File: config.mk
export PLATFORM = sky130hd
export DESIGN_NAME = sseg_scan_decoder
export DESIGN_NICKNAME = d
export VERILOG_FILES = /design/src/rtl/sseg_pkg.sv /design/src/rtl/sseg_to_hex.sv /design/src/rtl/sseg_scan_decoder.sv
export SDC_FILE = /design/constraint.sdc
export NUM_CORES = 1
export LEC_CHECK = 0
export ABC_AREA = 0
export BUFFER_PORTS_ARGS = -buffer_cell sky130_fd_sc_hd__buf_2
export CORE_ASPECT_RATIO = 1.25
export CORE_UTILIZATION = 40
export DETAILED_ROUTE_END_ITERATION = 10
export PLACE_DENSITY = 0.63
export SYNTH_ARGS = -nofsm -noshare
export SYNTH_HDL_FRONTEND = slang
export SYNTH_SLANG_ARGS = --single-unit
File: constraint.sdc
create_clock -name clk -period 2.3 [get_ports clk]
set_input_delay 0.115 -clock clk [delete_from_list [all_inputs] [get_ports clk]]
set_output_delay 0.115 -clock clk [all_outputs]
set_load 0.02 [all_outputs]
File: src/rtl/sseg_pkg.sv
// Shared seven-segment code table (active-low, bit 6 = g ... bit 0 = a) and scan FSM states.
// The display encoder and sseg_to_hex both draw on hex_to_sseg so the two tables cannot drift apart.
package sseg_pkg;

  localparam logic [6:0] SSEG_0     = 7'b1000000;
  localparam logic [6:0] SSEG_1     = 7'b1111001;
  localparam logic [6:0] SSEG_2     = 7'b0100100;
  localparam logic [6:0] SSEG_3     = 7'b0110000;
  localparam logic [6:0] SSEG_4     = 7'b0011001;
  localparam logic [6:0] SSEG_5     = 7'b0010010;
  localparam logic [6:0] SSEG_6     = 7'b0000010;
  localparam logic [6:0] SSEG_7     = 7'b1111000;
  localparam logic [6:0] SSEG_8     = 7'b0000000;
  localparam logic [6:0] SSEG_9     = 7'b0010000;
  localparam logic [6:0] SSEG_A     = 7'b0001000;
  localparam logic [6:0] SSEG_B     = 7'b0000011;
  localparam logic [6:0] SSEG_C     = 7'b1000110;
  localparam logic [6:0] SSEG_D     = 7'b0100001;
  localparam logic [6:0] SSEG_E     = 7'b0000110;
  localparam logic [6:0] SSEG_F     = 7'b0001110;
  localparam logic [6:0] SSEG_BLANK = 7'b1111111;

  typedef enum logic [1:0] {
    IDLE   = 2'd0,
    SETTLE = 2'd1,
    HELD   = 2'd2
  } state_e;

  function automatic logic [6:0] hex_to_sseg(input logic [3:0] nib);
    logic [6:0] seg;
    case (nib)
      4'h0:    seg = SSEG_0;
      4'h1:    seg = SSEG_1;
      4'h2:    seg = SSEG_2;
      4'h3:    seg = SSEG_3;
      4'h4:    seg = SSEG_4;
      4'h5:    seg = SSEG_5;
      4'h6:    seg = SSEG_6;
      4'h7:    seg = SSEG_7;
      4'h8:    seg = SSEG_8;
      4'h9:    seg = SSEG_9;
      4'hA:    seg = SSEG_A;
      4'hB:    seg = SSEG_B;
      4'hC:    seg = SSEG_C;
      4'hD:    seg = SSEG_D;
      4'hE:    seg = SSEG_E;
      default: seg = SSEG_F;
    endcase
    return seg;
  endfunction

endpackage

File: src/rtl/sseg_to_hex.sv
// Inverse segment table: 7-bit active-low pattern to {nibble, legal, blank}.
// Purely combinational, zero latency; no flow control.
module sseg_to_hex
  import sseg_pkg::*;
(
  input  logic [6:0] sseg_i,
  output logic [3:0] nibble_o,
  output logic       legal_o,
  output logic       blank_o
);

  always_comb begin
    nibble_o = 4'h0;
    legal_o  = 1'b0;
    for (int i = 0; i < 16; i++) begin
      if (sseg_i == hex_to_sseg(4'(i))) begin
        nibble_o = 4'(i);
        legal_o  = 1'b1;
      end
    end
    blank_o = (sseg_i == SSEG_BLANK);
  end

endmodule

File: src/rtl/sseg_scan_decoder.sv
// Rebuilds the displayed N-digit hex value from scanned anode/segment lines; capture lands STABLE_CYCLES+2 edges after a dwell starts.
// Pure observer, no backpressure; SSEG_SCAN_TIMEOUT_EN adds the stale-scan timeout.
module sseg_scan_decoder
  import sseg_pkg::*;
#(
  parameter int N_DIGITS       = 4,
  parameter int STABLE_CYCLES  = 4,
  parameter int TIMEOUT_CYCLES = 1048576
) (
  input  logic                    clk,
  input  logic                    rst,
  input  logic [N_DIGITS-1:0]     an,
  input  logic [6:0]              sseg,
  output logic [4*N_DIGITS-1:0]   value,
  output logic [N_DIGITS-1:0]     digit_valid,
  output logic                    frame_done,
  output logic                    frame_ok,
  output logic                    pat_err,
  output logic                    stale
);

  localparam int PW = N_DIGITS + 7;
  localparam int CW = $clog2(STABLE_CYCLES + 1);
  localparam logic [N_DIGITS-1:0] DIG_ONE = N_DIGITS'(1);

  if (STABLE_CYCLES < 1 || STABLE_CYCLES > 255 || TIMEOUT_CYCLES < 1) begin : g_param_check
    $error("sseg_scan_decoder: parameter out of range");
  end

  logic [PW-1:0]         pair_q, prev_q;
  state_e                state_q, state_d;
  logic [CW-1:0]         cnt_q, cnt_d;
  logic                  capture;
  logic [4*N_DIGITS-1:0] value_q, value_d;
  logic [N_DIGITS-1:0]   valid_q, valid_d;
  logic [N_DIGITS-1:0]   seen_q, seen_d, seen_nxt;
  logic                  frame_done_q, frame_done_d;
  logic                  frame_ok_q, frame_ok_d;
  logic                  pat_err_q, pat_err_d;
  logic                  tmo_hit;

  logic [N_DIGITS-1:0] sel;
  logic [6:0]          seg_q;
  logic                dwell_legal, same;
  logic [3:0]          hex_nib;
  logic                hex_legal, hex_blank;

  assign sel         = ~pair_q[PW-1:7];
  assign seg_q       = pair_q[6:0];
  assign dwell_legal = (sel != '0) && ((sel & (sel - DIG_ONE)) == '0);
  assign same        = (pair_q == prev_q);

  sseg_to_hex u_dec (
    .sseg_i   (seg_q),
    .nibble_o (hex_nib),
    .legal_o  (hex_legal),
    .blank_o  (hex_blank)
  );

  // Any change of {an, sseg}, including a segment-only change, restarts settling; this rejects ghosting.
  always_comb begin
    state_d = state_q;
    cnt_d   = cnt_q;
    capture = 1'b0;
    case (state_q)
      IDLE: begin
        cnt_d = '0;
        if (dwell_legal) state_d = SETTLE;
      end
      SETTLE: begin
        if (!same) begin
          cnt_d   = '0;
          state_d = dwell_legal ? SETTLE : IDLE;
        end else if (cnt_q == CW'(STABLE_CYCLES - 1)) begin
          cnt_d   = '0;
          capture = 1'b1;
          state_d = HELD;
        end else begin
          cnt_d = cnt_q + 1'b1;
        end
      end
      HELD: begin
        if (!same) state_d = dwell_legal ? SETTLE : IDLE;
      end
      default: begin
        cnt_d   = '0;
        state_d = IDLE;
      end
    endcase
  end

  always_comb begin
    value_d      = value_q;
    valid_d      = valid_q;
    seen_d       = seen_q;
    seen_nxt     = seen_q | sel;
    frame_done_d = 1'b0;
    frame_ok_d   = 1'b0;
    pat_err_d    = 1'b0;
    if (capture) begin
      for (int i = 0; i < N_DIGITS; i++) begin
        if (sel[i]) begin
          if (hex_legal) value_d[4*i +: 4] = hex_nib;
          valid_d[i] = hex_legal;
        end
      end
      pat_err_d = !hex_legal && !hex_blank;
      if (&seen_nxt) begin
        frame_done_d = 1'b1;
        frame_ok_d   = &valid_d;
        seen_d       = '0;
      end else begin
        seen_d = seen_nxt;
      end
    end else if (tmo_hit) begin
      valid_d = '0;
      seen_d  = '0;
    end
  end

  always_ff @(posedge clk or posedge rst) begin
    if (rst) begin
      pair_q       <= '1;
      prev_q       <= '1;
      state_q      <= IDLE;
      cnt_q        <= '0;
      value_q      <= '0;
      valid_q      <= '0;
      seen_q       <= '0;
      frame_done_q <= 1'b0;
      frame_ok_q   <= 1'b0;
      pat_err_q    <= 1'b0;
    end else begin
      pair_q       <= {an, sseg};
      prev_q       <= pair_q;
      state_q      <= state_d;
      cnt_q        <= cnt_d;
      value_q      <= value_d;
      valid_q      <= valid_d;
      seen_q       <= seen_d;
      frame_done_q <= frame_done_d;
      frame_ok_q   <= frame_ok_d;
      pat_err_q    <= pat_err_d;
    end
  end

`ifdef SSEG_SCAN_TIMEOUT_EN
  localparam int TW = $clog2(TIMEOUT_CYCLES + 1);
  logic [TW-1:0] tmo_q;
  logic          stale_q;

  assign tmo_hit = (tmo_q == TW'(TIMEOUT_CYCLES - 1));

  // Counter saturates at the limit so the timeout fires once per idle period.
  always_ff @(posedge clk or posedge rst) begin
    if (rst) begin
      tmo_q   <= '0;
      stale_q <= 1'b0;
    end else begin
      if (capture) begin
        tmo_q   <= '0;
        stale_q <= 1'b0;
      end else begin
        if (tmo_q != TW'(TIMEOUT_CYCLES)) tmo_q <= tmo_q + 1'b1;
        if (tmo_hit) stale_q <= 1'b1;
      end
    end
  end

  assign stale = stale_q;
`else
  assign tmo_hit = 1'b0;
  assign stale   = 1'b0;
`endif

  assign value       = value_q;
  assign digit_valid = valid_q;
  assign frame_done  = frame_done_q;
  assign frame_ok    = frame_ok_q;
  assign pat_err     = pat_err_q;

endmodule
==> flow_results.xml <==
<?xml version="1.0" encoding="UTF-8"?>
<metrics>
  <group name="run_status">
    <metric name="run_status" unit="">finished, violations left</metric>
    <metric name="failed_checks" unit="">negative setup slack</metric>
  </group>
  <group name="global_route">
    <metric name="overflow" unit="">0</metric>
    <metric name="grt_pass1_vias" unit="">2135</metric>
    <metric name="antenna_found_initial" unit="">0</metric>
    <metric name="first_pass_grt_wire_length" unit="microns">10300</metric>
    <metric name="gr-usage-all-layers" unit="">0.196</metric>
    <metric name="grt_max_degree" unit="">55</metric>
  </group>
  <group name="timing">
    <metric name="fin_tns_setup" unit="ns">-0.488</metric>
    <metric name="postLayoutSetupSlackWorst" unit="ns">-0.0505</metric>
    <metric name="final.min_clock_period" unit="ns">2.35</metric>
    <metric name="setup-violations-final" unit="">20</metric>
    <metric name="final_max_slew_viol_count" unit="">0</metric>
    <metric name="final-hold-violation-count" unit="">0</metric>
    <metric name="fin_worst_skew" unit="ns">0.00859</metric>
    <metric name="timing.fmax" unit="MHz">425</metric>
    <metric name="fin_crit_sh" unit="">1.02</metric>
    <metric name="setup_repair_after_global_routing_missed_its_margin" unit="">yes</metric>
  </group>
  <group name="yosys">
    <metric name="synth-seq-cells" unit="">54</metric>
    <metric name="synth_async_sr_flop_share" unit="">1.00</metric>
    <metric name="synthesis.instances" unit="">222</metric>
    <metric name="synth_enable_flop_cells" unit="">0</metric>
    <metric name="distinct_cells_synth" unit="">59</metric>
    <metric name="yosys_most_used_dff" unit="">sky130_fd_sc_hd__dfrtp_1</metric>
    <metric name="yosysWarningCount" unit="">0</metric>
    <metric name="avgSynthCellArea" unit="sq um">11.7</metric>
    <metric name="mappedNetlistNets" unit="">236</metric>
    <metric name="synth_compound_area_frac" unit="">0.188</metric>
    <metric name="synth_area_leaders" unit="">sky130_fd_sc_hd__dfrtp_1 31%, sky130_fd_sc_hd__dfstp_2 22%, sky130_fd_sc_hd__a2bb2oi_1 4.0%</metric>
    <metric name="post_synth_and_or_nand_nor_area_fraction" unit="">0.157</metric>
    <metric name="synth-xor-area-share" unit="">0.0437</metric>
    <metric name="netlist_area" unit="sq mm">0.00261</metric>
    <metric name="synth_top_area_frac" unit="">0.307</metric>
    <metric name="yosysSeqAreaShare" unit="">0.529</metric>
    <metric name="synthDominantAreaCellType" unit="">sky130_fd_sc_hd__dfrtp_1</metric>
    <metric name="mux_cell_area_share_after_synthesis" unit="">0.0173</metric>
    <metric name="main_combinational_cell_family_by_area_after_synthesis" unit="">compound AO/OA/AOI/OAI gates</metric>
    <metric name="synth-adder-area-share" unit="">0.00864</metric>
  </group>
  <group name="route">
    <metric name="detail_route.wirelength.met1" unit="microns">2750</metric>
    <metric name="vias_per_cell" unit="">5.23</metric>
    <metric name="routed_wirelength" unit="microns">6190</metric>
    <metric name="number_of_detailed_route_iterations_in_the_first_pass" unit="">4</metric>
    <metric name="maxUsedRoutingLayer" unit="">met4</metric>
    <metric name="remaining_drc_errors" unit="">0</metric>
    <metric name="vias_post_dr" unit="">2033</metric>
    <metric name="detailed_route_iter0_violations" unit="">72</metric>
    <metric name="met3_length" unit="microns">179</metric>
    <metric name="drtAntennaViolNets" unit="">0</metric>
    <metric name="routedWlPerCell" unit="microns">15.9</metric>
    <metric name="route.met2.wl" unit="microns">3170</metric>
  </group>
  <group name="cts">
    <metric name="clk_transition_reported_paths" unit="ns">0.09</metric>
    <metric name="max-clock-path-buffers" unit="">2</metric>
    <metric name="worst_skew_pair.late_latency" unit="ns">0.30</metric>
    <metric name="root_buffer" unit="">sky130_fd_sc_hd__clkbuf_8</metric>
    <metric name="tritoncts_clock_tree" unit="">built</metric>
    <metric name="cts_htree_levels" unit="">2</metric>
    <metric name="cts_buffers" unit="">5</metric>
    <metric name="clock_sink_count" unit="">54</metric>
  </group>
  <group name="setup_path">
    <metric name="cp_data_arrival_time" unit="ns">2.57</metric>
    <metric name="critPathCaptureType" unit="">flip-flop</metric>
    <metric name="critical_path_peak_fanout" unit="">5</metric>
    <metric name="cpMostUsedCell" unit="">sky130_fd_sc_hd__buf_6</metric>
    <metric name="worst_path_largest_cell_delay" unit="ns">0.58</metric>
    <metric name="cpMaxStageDelayCell" unit="">sky130_fd_sc_hd__dfstp_2</metric>
    <metric name="cpLargestDelayFamily" unit="">compound AO/OA/AOI/OAI gates</metric>
    <metric name="worstPathBufferInverterCount" unit="">4</metric>
    <metric name="cp_cell_sequence" unit="">buf_6 -&gt; buf_6 -&gt; and4b_1 -&gt; a211o_1 -&gt; a311oi_2 -&gt; buf_4 -&gt; buf_12 -&gt; a2111oi_4 -&gt; a2bb2oi_1</metric>
    <metric name="cp_data_required_time" unit="ns">2.52</metric>
    <metric name="crit_type" unit="">reg -&gt; reg</metric>
    <metric name="worst_setup_path_start_kind" unit="">flip-flop</metric>
  </group>
  <group name="place">
    <metric name="gpl.final_weighted_congestion" unit="">0.813</metric>
    <metric name="detailed_place_hpwl" unit="microns">4070</metric>
    <metric name="numPortBuffers" unit="">35</metric>
  </group>
  <group name="floorplanning">
    <metric name="design.die.area" unit="sq mm">0.00684</metric>
    <metric name="initial_core_util" unit="">0.417</metric>
    <metric name="ioPinCount" unit="">37</metric>
    <metric name="row_count" unit="">32</metric>
    <metric name="dieHeight" unit="microns">92.2</metric>
    <metric name="horiz_die_dim" unit="microns">74.2</metric>
    <metric name="core" unit="sq mm">0.00625</metric>
  </group>
  <group name="pwr">
    <metric name="leak_pwr" unit="nW">1.73</metric>
    <metric name="power.density_cell_area" unit="mW/mm^2">487</metric>
    <metric name="p_switching" unit="uW">430</metric>
    <metric name="vdd.ir_drop.worst" unit="uV">316</metric>
    <metric name="power.internal" unit="mW">1.34</metric>
    <metric name="swShare" unit="">0.243</metric>
    <metric name="pwr-share-clk" unit="">0.303</metric>
    <metric name="post-layout-total-power" unit="mW">1.77</metric>
    <metric name="fraction_of_power_consumed_by_sequential_logic" unit="">0.567</metric>
    <metric name="power_frac_comb" unit="">0.130</metric>
  </group>
  <group name="finish">
    <metric name="layout-drive-gt1-share" unit="">0.503</metric>
    <metric name="area_delta_synth_final" unit="%">39.8</metric>
    <metric name="design.final.nets" unit="">317</metric>
    <metric name="antenna_cells_inserted" unit="">0</metric>
  </group>
  <group name="run">
    <metric name="max_cap_viol_count" unit="">0</metric>
  </group>
  <group name="min_path">
    <metric name="min-delay-path-class" unit="">reg -&gt; reg</metric>
  </group>
</metrics>
[cell families (layout without fill, tap and decap cells)]
group	after synthesis	count (layout)
and+or+nand+nor	66	66
adders and majority gates	2	2
AOI/OAI and AO/OA	54	54
xor gates and xnor gates	13	13
buffers and inverters	28	110
other	1	1
DFF	54	54
muxes	4	4
[synth_stat cells, types with 4 or more instances]
cell,instances
sky130_fd_sc_hd__a21o_1,4
sky130_fd_sc_hd__a21oi_1,5
sky130_fd_sc_hd__a2bb2oi_1,12
sky130_fd_sc_hd__buf_2,9
sky130_fd_sc_hd__clkbuf_1,6
sky130_fd_sc_hd__dfrtp_1,32
sky130_fd_sc_hd__dfstp_2,22
sky130_fd_sc_hd__inv_1,8
sky130_fd_sc_hd__mux2_2,4
sky130_fd_sc_hd__nand2_1,8
sky130_fd_sc_hd__nand3_1,5
sky130_fd_sc_hd__nor2_1,12
sky130_fd_sc_hd__nor3_1,4
sky130_fd_sc_hd__nor3_2,4
sky130_fd_sc_hd__nor4_1,6
sky130_fd_sc_hd__o22ai_1,5
sky130_fd_sc_hd__or4_1,4
sky130_fd_sc_hd__xnor2_1,11
[per-layer routing]
layer	track usage	up-vias
li1	-	979
met1	0.263	1006
met2	0.317	37
met3	0.0374	11
met4	0.0593	0
met5	0	-
[flip-flops by register name, indices dropped and copies added, names as in the netlist]
name	flops
value	16
cnt_q	3
state_q	2
pair_q	11
digit_valid	4
pat_err	1
seen_q	4
frame_done	1
prev_q	11
frame_ok	1
[final timing paths]
kind	from	endpoint	slack, ns	depth (start not counted)
setup reg to reg	pair_q[3]$_DFF_PP1_	value[9]$_DFFE_PP0P_	-0.05	9
setup / recovery	pair_q[3]$_DFF_PP1_	value[9]$_DFFE_PP0P_	-0.05	9
min in group asynchronous	rst	digit_valid[1]$_DFFE_PP0P_	0.41	4
hold / removal	pair_q[3]$_DFF_PP1_	prev_q[3]$_DFF_PP1_	0.40	0
hold reg to reg	pair_q[3]$_DFF_PP1_	prev_q[3]$_DFF_PP1_	0.40	0
max in group asynchronous	rst	prev_q[8]$_DFF_PP1_	1.58	4
[what timing repair did]
action,in CTS,in global routing
buffers inserted,11,2
hold endpoints to repair,43,0
gates resized for setup,26,24
setup endpoints to repair,14,25
hold buffers,12,0
pin swaps,21,22
[area by class of cell]
class | instances | area [sq um]
inverter | 8 | 30.0
timing repair buffer | 94 | 748
multi-input combinational | 140 | 1290
sequential | 54 | 1380
clock buffer | 7 | 86.3
tap | 85 | 106
clock inverter | 1 | 5.00
fill | 533 | 2600
[power groups by stage]
| stage | Clock [mW] | Sequential (mW) | Combinational [mW] |
|---|---|---|---|
| global route | 0.600 | 1.01 | 0.253 |
| CTS | 0.554 | 1.00 | 0.220 |
| detailed placement | 0 | 1.02 | 0.183 |
| global placement | 0 | 1.02 | 0.182 |
| floorplan | 0 | 1.02 | 0.116 |
| finish | 0.537 | 1.00 | 0.231 |
[metrics by stage]
step	instances	worst slack, ns	util	hold slack, ns	cell area [sq um]
4_1_cts	387	-0.0122	0.561	0.398	3500
5_1_grt	389	-0.129	0.583	0.408	3640
3_5_place_dp	356	-0.0485	0.492	0.190	3070
6_report	389	-0.0505	0.583	0.400	3640
2_1_floorplan	222	0.000200	-	0.119	2620
3_3_place_gp	356	-0.0156	0.492	0.184	3070
[placed cells by master (no fill, tap or decap), types with 5 or more instances in the layout]
cell type                       count
sky130_fd_sc_hd__a21oi_1            5
sky130_fd_sc_hd__a2bb2oi_2         10
sky130_fd_sc_hd__buf_12             5
sky130_fd_sc_hd__buf_2             35
sky130_fd_sc_hd__buf_4             30
sky130_fd_sc_hd__buf_6             11
sky130_fd_sc_hd__clkbuf_8           6
sky130_fd_sc_hd__dfrtp_1           32
sky130_fd_sc_hd__dfstp_2           22
sky130_fd_sc_hd__dlygate4sd3_1     12
sky130_fd_sc_hd__inv_1              7
sky130_fd_sc_hd__nand2_1            7
sky130_fd_sc_hd__nand3_1            5
sky130_fd_sc_hd__nor2_1            12
sky130_fd_sc_hd__nor4_1             6
sky130_fd_sc_hd__o22ai_1            5
sky130_fd_sc_hd__or4_4              5
sky130_fd_sc_hd__xnor2_1            9
(Power assumes the default switching activity.)
